[src/rtl/ram_access_pkg.sv]
// Shared types and encodings for the data-RAM access unit.
package ram_access_pkg;
  localparam int DATA_WIDTH = 32;

  localparam logic [1:0] SIZE_BYTE = 2'b00;
  localparam logic [1:0] SIZE_HALF = 2'b01;
  localparam logic [1:0] SIZE_WORD = 2'b10;

  typedef enum logic [1:0] {
    S_IDLE,
    S_READ,
    S_WRITE,
    S_RESP
  } state_t;
endpackage

[src/rtl/ram_lane_align.sv]
// Combinational lane logic: load extraction/extension, sub-word store merge
// and alignment check for a little-endian word-only RAM.
module ram_lane_align
  import ram_access_pkg::*;
(
  input  logic [DATA_WIDTH-1:0] i_word,
  input  logic [1:0]            i_adr_lo,
  input  logic [1:0]            i_size,
  input  logic                  i_signed,
  input  logic [DATA_WIDTH-1:0] i_wdata,
  output logic [DATA_WIDTH-1:0] o_rdata,
  output logic [DATA_WIDTH-1:0] o_merged,
  output logic                  o_misalign
);
  logic [4:0]  w_bsh;
  logic [7:0]  w_byte;
  logic [15:0] w_half;

  assign w_bsh  = {i_adr_lo, 3'b000};
  assign w_byte = i_word[w_bsh +: 8];
  assign w_half = i_adr_lo[1] ? i_word[31:16] : i_word[15:0];

  always_comb begin
    o_rdata    = '0;
    o_merged   = i_word;
    o_misalign = 1'b0;
    case (i_size)
      SIZE_BYTE: begin
        o_rdata = {{24{i_signed & w_byte[7]}}, w_byte};
        o_merged[w_bsh +: 8] = i_wdata[7:0];
      end
      SIZE_HALF: begin
        o_rdata = {{16{i_signed & w_half[15]}}, w_half};
        if (i_adr_lo[1]) o_merged[31:16] = i_wdata[15:0];
        else             o_merged[15:0]  = i_wdata[15:0];
        o_misalign = i_adr_lo[0];
      end
      SIZE_WORD: begin
        o_rdata    = i_word;
        o_merged   = i_wdata;
        o_misalign = |i_adr_lo;
      end
      default: o_misalign = 1'b1;  // size 11 is illegal
    endcase
  end
endmodule

[src/rtl/ram_access_unit.sv]
// Load/store initiator for a word-only data RAM: one request in flight,
// read-modify-write for sub-word stores, one-cycle response pulse.
module ram_access_unit
  import ram_access_pkg::*;
#(
  parameter int ADDR_BITS  = 32,
  parameter int DATA_WIDTH = ram_access_pkg::DATA_WIDTH
) (
  input  logic                  i_clk,
  input  logic                  i_rst_n,
  input  logic                  i_req_valid,
  output logic                  o_req_ready,
  input  logic                  i_req_we,
  input  logic [1:0]            i_req_size,
  input  logic                  i_req_signed,
  input  logic [ADDR_BITS-1:0]  i_req_adr,
  input  logic [DATA_WIDTH-1:0] i_req_wdata,
  output logic                  o_rsp_valid,
  output logic [DATA_WIDTH-1:0] o_rsp_rdata,
  output logic                  o_rsp_err,
  output logic                  o_mem_we,
  output logic [ADDR_BITS-1:0]  o_mem_adr,
  output logic [DATA_WIDTH-1:0] o_mem_din,
  input  logic [DATA_WIDTH-1:0] i_mem_dout
);
  state_t                r_state;
  logic                  r_we;
  logic [1:0]            r_size;
  logic                  r_signed;
  logic [1:0]            r_adr_lo;
  logic [DATA_WIDTH-1:0] r_wdata;
  logic                  r_rsp_valid;
  logic [DATA_WIDTH-1:0] r_rsp_rdata;
  logic                  r_rsp_err;
  logic                  r_mem_we;
  logic [ADDR_BITS-1:0]  r_mem_adr;
  logic [DATA_WIDTH-1:0] r_mem_din;

  logic                  w_idle;
  logic [1:0]            w_adr_lo;
  logic [1:0]            w_size;
  logic [DATA_WIDTH-1:0] w_rdata;
  logic [DATA_WIDTH-1:0] w_merged;
  logic                  w_misalign;

  assign w_idle = (r_state == S_IDLE);
  // The align check runs on the live request while idle; extraction and merge
  // always run on the latched fields.
  assign w_adr_lo = w_idle ? i_req_adr[1:0] : r_adr_lo;
  assign w_size   = w_idle ? i_req_size     : r_size;

  ram_lane_align u_align (
    .i_word     (i_mem_dout),
    .i_adr_lo   (w_adr_lo),
    .i_size     (w_size),
    .i_signed   (r_signed),
    .i_wdata    (r_wdata),
    .o_rdata    (w_rdata),
    .o_merged   (w_merged),
    .o_misalign (w_misalign)
  );

  always_ff @(posedge i_clk or negedge i_rst_n) begin
    if (!i_rst_n) begin
      r_state     <= S_IDLE;
      r_we        <= 1'b0;
      r_size      <= SIZE_BYTE;
      r_signed    <= 1'b0;
      r_adr_lo    <= 2'b00;
      r_wdata     <= '0;
      r_rsp_valid <= 1'b0;
      r_rsp_rdata <= '0;
      r_rsp_err   <= 1'b0;
      r_mem_we    <= 1'b0;
      r_mem_adr   <= '0;
      r_mem_din   <= '0;
    end else begin
      r_rsp_valid <= 1'b0;
      r_mem_we    <= 1'b0;
      case (r_state)
        S_IDLE: if (i_req_valid) begin
          r_we     <= i_req_we;
          r_size   <= i_req_size;
          r_signed <= i_req_signed;
          r_adr_lo <= i_req_adr[1:0];
          r_wdata  <= i_req_wdata;
          if (w_misalign) begin
            r_rsp_valid <= 1'b1;
            r_rsp_err   <= 1'b1;
            r_rsp_rdata <= '0;
            r_state     <= S_RESP;
          end else begin
            r_mem_adr <= {i_req_adr[ADDR_BITS-1:2], 2'b00};
            if (i_req_we && i_req_size == SIZE_WORD) begin
              r_mem_din <= i_req_wdata;
              r_mem_we  <= 1'b1;
              r_state   <= S_WRITE;
            end else begin
              r_state <= S_READ;
            end
          end
        end
        S_READ: begin
          if (r_we) begin
            r_mem_din <= w_merged;
            r_mem_we  <= 1'b1;
            r_state   <= S_WRITE;
          end else begin
            r_rsp_rdata <= w_rdata;
            r_rsp_err   <= 1'b0;
            r_rsp_valid <= 1'b1;
            r_state     <= S_RESP;
          end
        end
        S_WRITE: begin
          r_rsp_rdata <= '0;
          r_rsp_err   <= 1'b0;
          r_rsp_valid <= 1'b1;
          r_state     <= S_RESP;
        end
        default: r_state <= S_IDLE;
      endcase
    end
  end

  assign o_req_ready = w_idle;
  assign o_rsp_valid = r_rsp_valid;
  assign o_rsp_rdata = r_rsp_rdata;
  assign o_rsp_err   = r_rsp_err;
  assign o_mem_we    = r_mem_we;
  assign o_mem_adr   = r_mem_adr;
  assign o_mem_din   = r_mem_din;
endmodule

[config.mk]
export PLATFORM = sky130hd
export DESIGN_NAME = ram_access_unit
export DESIGN_NICKNAME = d
export VERILOG_FILES = /design/src/rtl/ram_access_pkg.sv /design/src/rtl/ram_lane_align.sv /design/src/rtl/ram_access_unit.sv
export SDC_FILE = /design/constraint.sdc
export NUM_CORES = 1
export LEC_CHECK = 0
export BUFFER_PORTS_ARGS = -buffer_cell sky130_fd_sc_hd__buf_2
export CAP_MARGIN = 20
export CORE_UTILIZATION = 48
export DETAILED_ROUTE_END_ITERATION = 8
export GPL_ROUTABILITY_DRIVEN = 1
export PLACE_DENSITY = 0.87
export RECOVER_POWER = 25
export SKIP_CTS_REPAIR_TIMING = 1
export SYNTH_ARGS = -nofsm -noshare
export SYNTH_HDL_FRONTEND = slang
export SYNTH_HIERARCHICAL = 1
export SYNTH_SLANG_ARGS = --single-unit
[constraint.sdc]
create_clock -name i_clk -period 3.7 [get_ports i_clk]
set_input_delay 1.11 -clock i_clk [delete_from_list [all_inputs] [get_ports i_clk]]
set_output_delay 1.11 -clock i_clk [all_outputs]
set_load 0.02 [all_outputs]
==> results.md, run 1 <==
- Vias/cell: 5.760
- Critical path arrival: approximately 3800 ps
- Die Wd: approximately 130 um
- Synth cell types: 57
- Detail Route Antenna Nets: 0
- Total track usage: 0.2671
- CTS buffer count: 17
- Non-Filler Instances: between 1k and 1.5k
- Port Buffers: 200
- Clock-pin slew on the worst setup and hold paths: ~70 ps
- Max-Cap Viols: 0
- Number of global-route vias before repair: about 6k
- Clk Latency, worst-skew pair: roughly 420 ps
- Initial antenna violation count: 1
- Power per cell area: about 1100 nW/um^2
- Die Span Y: 126.9 um
- Clk sinks: approximately 140
- Wire per inst: 20.11 um
- RSZ-0062 raised after global routing: false
- Syn_area_per_cell: 11.43 um^2
- Slew margin rel.: 0.002019
- Commonest cells in the netlist: mux2_2 (149), dfrtp_1 (137), nand2_1 (83)
- Register area share after synthesis: 0.4580
- Syn Inst Count: 655
- WHS: 490.6 ps
- Seq cells post-synth: around 140
- Detailed Route WL: roughly 21000 um
- Min Tclk post-route: between 3000 and 4000 ps
- Fin crit share: 0.9184
- Layout cells sized above 1: 0.4815
- GRT overflow: 0
- CP Class: flip-flop to flip-flop
- Die ar.: 16100 um^2
- Max VDD drop: 0.7104 mV
- Max-slew violations: 0
- Startpoint types: flip-flop
- Max Clk Rate: slightly below 300 MHz
- Post-Synthesis Cell Area: between 7000 and 8000 um^2
- Yosys Warn Count: 6
- IO Pins: 203
- Final Power: between 10000 and 15000 uW
- DP Worst Slack: around 250 ps
- Area leader, netlist: dfrtp_1
- Area Growth Syn to Fin: 24.75%
- Largest cells by area after synthesis: dfrtp_1 (46%), mux2_2 (22%), mux2i_1 (5.2%)
- DRT Pass-1 Iters: 8
- Status: completed
- CTS tree: yes
- Pin count of the biggest net entering global routing: 81
- Top_reg_cell synth: dfrtp_1
- Root buffer cell: clkbuf_16
- Fin nets: approximately 970
- Tightest Pin Transition: 1497 ps
- Fin Clk Skew: roughly 9.3 ps
- Starting density of the core: 0.4924
- Num rows: 45
- Leakage: ~0.0046 uW
- WP data required: between 4000 and 5000 ps
- Synth top area share: 0.4580
- Smallest setup slack after layout: 302.1 ps
- CTS max path bufs: 2
- Register-to-register setup slack: around 300 ps
- # DRC: 0
- Hold Crit Class: flip-flop to flip-flop
- Fin Setup TNS: 0 ps
- Post-DP HPWL: 15490 um
- Final setup vio count: 0
- Fraction of registers with async set/reset: 1.000
- Count leader, synth: mux2_2
- Gp weighted congestion: approximately 0.96
- Fin. Hold Viols: 0
- CTS HTree Levels: 4
- Core area: 15200 um^2
- Crit path capture type: flip-flop
- Via count: 6077
- First-pass GRT wire length: roughly 33000 um
- EDFF count, synth: 0
- Dpl cells: roughly 1k
- Crit path max fanout: 10
- Drt first-iter violations: about 680
[worst max-delay path, stage by stage (launching register included)]
cell	delay, ps
dfrtp_1	440
inv_1	110
ha_1	430
mux2_2	410
inv_1	140
ha_1	300
nor4bb_1	660
nor2b_1	390
nand2_1	100
nand2_1	80
mux2_2	140
mux2_2	130
[where the power goes]
part | internal [uW] | leakage (uW) | switching (uW) | total [uW]
Clock | 1250 | 0.000315 | 645 | 1900
Combinational | 2620 | 0.00259 | 3160 | 5780
Sequential | 2250 | 0.00168 | 506 | 2750
[cells by family after synthesis]
family / Yosys count / synth area share
buffers and inverters: 94 / 0.05833
other: 1 / 0.0005009
AOI/OAI and AO/OA: 92 / 0.1028
muxes: 192 / 0.2823
adders and majority gates: 10 / 0.01671
and+or+nand+nor: 129 / 0.08140
DFF: 137 / 0.4580
[placed cells by master, fill, tap and decap left out, types with 3 or more instances in the layout]
cell type	Yosys	routed
buf_4	7	17
nor2b_1	7	6
mux2i_1	39	39
o21ai_2	3	3
a221o_2	5	5
buf_2	15	199
bufinv_16	0	6
a21oi_1	8	8
dfrtp_1	137	137
a221o_1	11	11
a222oi_1	11	11
ha_1	10	9
clkbuf_16	0	17
mux2_1	4	4
inv_1	54	54
a22oi_1	8	8
and2b_1	5	5
o21ai_0	13	13
nor2_1	17	17
a211o_1	5	5
nand3_1	3	3
nand2_1	83	83
clkinv_2	0	3
a22o_1	7	7
mux2_2	149	149
[final timing paths]
path,depth (start not counted),from,endpoint
worst max-delay path,11,r_state[1],o_mem_din[25]
worst min-delay path,1,o_mem_din[1],o_mem_din[1]
worst max register to register,11,r_state[1],o_mem_din[25]
worst min register to register,1,o_mem_din[1],o_mem_din[1]
max in group asynchronous,2,i_rst_n,o_rsp_rdata[24]
min in group asynchronous,1,i_rst_n,o_mem_din[26]
[registers in the layout (all words and copies together) (netlist names)]
register     flops
o_mem_we         1
r_signed         1
r_state          2
o_mem_din       32
r_size           2
o_mem_adr       30
o_rsp_rdata     32
o_rsp_valid      1
r_wdata         32
r_adr_lo         2
o_rsp_err        1
r_we             1
[layer usage]
| layer | track usage | vias to the layer above | routed length (um) |
|---|---|---|---|
| li1 | - | 2720 | - |
| met4 | 0.1394 | 0 | 919 |
| met2 | 0.4247 | 317 | 9970 |
| met5 | 0 | - | 0 |
| met1 | 0.3357 | 2970 | 8687 |
| met3 | 0.06959 | 70 | 1635 |
[through the flow]
stage / cell area [um^2] / utilization
6_report: 9339 / 0.6143
5_1_grt: 9339 / 0.6143
4_1_cts: 9355 / 0.6154
3_5_place_dp: 8702 / 0.5724
3_3_place_gp: 8702 / 0.5724
2_1_floorplan: 7490 / -
[cell type report]
class / count / area, um^2
Sequential cell: 137 / 3428
Antenna cell: 1 / 2.502
Timing Repair Buffer: 220 / 1176
Multi-Input combinational cell: 425 / 3641
Inverter: 54 / 202.7
Tap cell: 188 / 235.2
Clock buffer: 17 / 425.4
Fill cell: 1221 / 5863
Clock inverter: 13 / 227.7
(Power assumes the default switching activity.)
==> run 2, diff against run 1 <==
CORE_UTILIZATION = 47   (was 48)
SYNTH_HIERARCHICAL = not set   (was 1)
==> run 2 against run 1 <==
Compared with the run above:
- largest power group unchanged
- via count down 0.20%
- critical path depth down 4
- critical path type unchanged
- wire length down 4.9%
- critical endpoint is now o_rsp_rdata[25]
- the flow now finishes with violations (max-capacitance violations, max-slew violations)
- highest routed layer is now met5
==> results.md, run 2 <==
- Fin. Hold Viols: 0
- CTS max path bufs: 2
- Seq cells post-synth: ~140
- First-pass GRT wire length: between 30000 and 40000 um
- Final Cell Area: ~8400 um^2
- Violated checks: max-capacitance violations, max-slew violations
- Num rows: 43
- Most frequent cells in the layout: buf_2 (200), dfrtp_1 (137), mux2_2 (66)
- Clock-pin slew on the worst setup and hold paths: 60 ps
- Initial antenna violation count: 1
- Post-DP HPWL: between 10000 and 15000 um
- CP Class: flip-flop to flip-flop
- Comb pwr share: 0.505
- Area Growth Syn to Fin: 25.58%
- Startpoint types: flip-flop
- CTS tree: yes
- Clk sinks: 137
- Diodes inserted: 0
- Met3 WL post-DR: 2410 um
- IO Pins: between 200 and 250
- Syn_area_per_cell: approximately 12 um^2
- Pin count of the biggest net entering global routing: 74
- Yosys Warn Count: 0
- Critical-path top delay cell: and3_1
- Sw frac: 0.4438
- Vias/cell: approximately 6.3
- Fraction of registers with async set/reset: 1.000
- Synth top area share: 0.5139
- Internal cell power: roughly 4900 uW
- Reg power frac: 0.316
- DRT Pass-1 Iters: 9
- Largest stage delay, worst path: approximately 650 ps
- Syn Inst Count: just under 600
- Max Clk Rate: a little over 300 MHz
- WHS: about 480 ps
- Status: finished with violations
- Crit path capture type: flip-flop
- Final setup vio count: 0
- Leakage: between 0.003 and 0.004 uW
- Clk network pwr share: 0.179
- Total track usage: 0.2814
- Final Power: approximately 8700 uW
- Critical Path, Cell by Cell: inv_1, ha_1, buf_4, mux2_2, nor2_1, and3_1, a221o_1
- Post-Synthesis Cell Area: about 6700 um^2
- Gp weighted congestion: between 0.9 and 1
- Detailed Route WL: between 20000 and 25000 um
- WP data required: 4060 ps
- Fin nets: between 800 and 900
- P_sw: 3874 uW
- Slew margin rel.: -0.07492
- Detail Route Antenna Nets: 0
- RSZ-0062 raised after global routing: false
- Smallest setup slack after layout: between 400 and 500 ps
- Layout cells sized above 1: 0.4186
- EDFF count, synth: 0
- Via count: slightly above 6k
- Register area share after synthesis: 0.5139
- Root buffer cell: clkbuf_16
- Max VDD drop: ~0.52 mV
- Number of global-route vias before repair: just under 6k
- Fin Clk Skew: approximately 11 ps
- DP Worst Slack: approximately 440 ps
- Drt first-iter violations: 907
- Port Buffers: 200
- Wire per inst: around 21 um
- # DRC: 0
- GRT overflow: 0
- Die Wd: about 120 um
- DR top layer: met5
- Starting density of the core: 0.4806
- Crit path max fanout: 16
- Die Span Y: 121.1 um
- CTS HTree Levels: 4
- Die ar.: about 15000 um^2
- Area of placed instances: 7848 um^2
- Fin crit share: 0.8669
- Largest cells by area after synthesis: dfrtp_1 (51%), mux2_2 (11%), a221o_1 (3.6%)
- Count leader, synth: dfrtp_1
- Critical path arrival: 3560 ps
- Hold Crit Class: flip-flop to flip-flop
- Met2 Wirelength: between 9000 and 10000 um
- Synth cell types: 55
- Min Tclk post-route: 3207 ps
- Power per cell area: about 1000 nW/um^2
- Tightest Pin Transition: ~1600 ps
- Top_reg_cell synth: dfrtp_1
- Max-Cap Viols: 1
- CTS buffer count: 17
- Commonest cells in the netlist: dfrtp_1 (137), mux2_2 (66), nand2_1 (40)
- Area leader, netlist: dfrtp_1
- Metal-1 WL: about 7500 um
- Core area: about 14000 um^2
- Commonest non-fill, non-tap cell in the layout: buf_2
- Fin Setup TNS: 0 ps
- Clk Latency, worst-skew pair: roughly 420 ps
- Max-slew violations: 66
==> run 2: cell types whose count changed after synthesis, moves of 17 or more <==
cell / change
a22oi_1: +17
inv_1: -43
mux2_2: -83
mux2i_1: -37
nand2_1: -43
nor2_1: +19
o21ai_0: +17
==> run 2: layout make-up <==
type	count	area, um^2
sequential	137	3428
fill	1134	5503
clock inverter	14	115.1
inverter	14	52.55
timing repair buffer	215	1136
clock buffer	18	429.2
tap	180	225.2
multi-input combinational	388	2992
==> run 2: metrics by stage <==
stage / std cells / util
after CTS: 965 / 0.6046
after global placement: 933 / 0.5654
after global routing: 966 / 0.6036
after detailed placement: 933 / 0.5654
after floorplan: 578 / -
final: 966 / 0.6036
==> run 2: final timing paths <==
| check | cells after the start | slack, ps | from | end |
|---|---|---|---|---|
| max in group asynchronous | 2 | 790 | i_rst_n | r_size[1] |
| worst min register to register | 1 | 480 | o_mem_adr[16] | o_mem_adr[16] |
| worst max-delay path | 7 | 490 | r_state[0] | o_rsp_rdata[25] |
| min in group asynchronous | 1 | 1070 | i_rst_n | o_rsp_rdata[8] |
| worst min-delay path | 1 | 480 | o_mem_adr[16] | o_mem_adr[16] |
| worst max register to register | 7 | 490 | r_state[0] | o_rsp_rdata[25] |
==> run 2: kinds of logic after synthesis <==
kind of cell / synth area share
other: 0.0005621
AO/OA/AOI/OAI: 0.2329
flip-flops: 0.5139
AND/OR/NAND/NOR: 0.07108
multiplexers: 0.1302
adder cells (fa/ha/maj): 0.01313
buffers and inverters: 0.03826
==> run 2: power by group through the flow <==
stage | sequential [uW] | combinational (uW) | clock [uW]
after floorplan | 3220 | 2510 | 0
after global placement | 2720 | 4220 | 0
after detailed placement | 2750 | 4330 | 0
after CTS | 2740 | 4360 | 1570
after global routing | 2830 | 4720 | 1640
final | 2760 | 4410 | 1560
==> run 2: routing by layer <==
layer | track usage | vias up
met5 | 0 | -
met4 | 0.1389 | 2
met3 | 0.07378 | 97
met2 | 0.4343 | 425
met1 | 0.3663 | 2908
li1 | - | 2633
==> run 2: critical path, delay by kind of cell, from the launching register on <==
| family | cells | cell delay [ps] |
|---|---|---|
| DFF | 1 | 410 |
| muxes | 1 | 400 |
| buffers and inverters | 2 | 350 |
| AOI/OAI and AO/OA | 1 | 260 |
| adders and majority gates | 1 | 470 |
| and+or+nand+nor | 2 | 1230 |
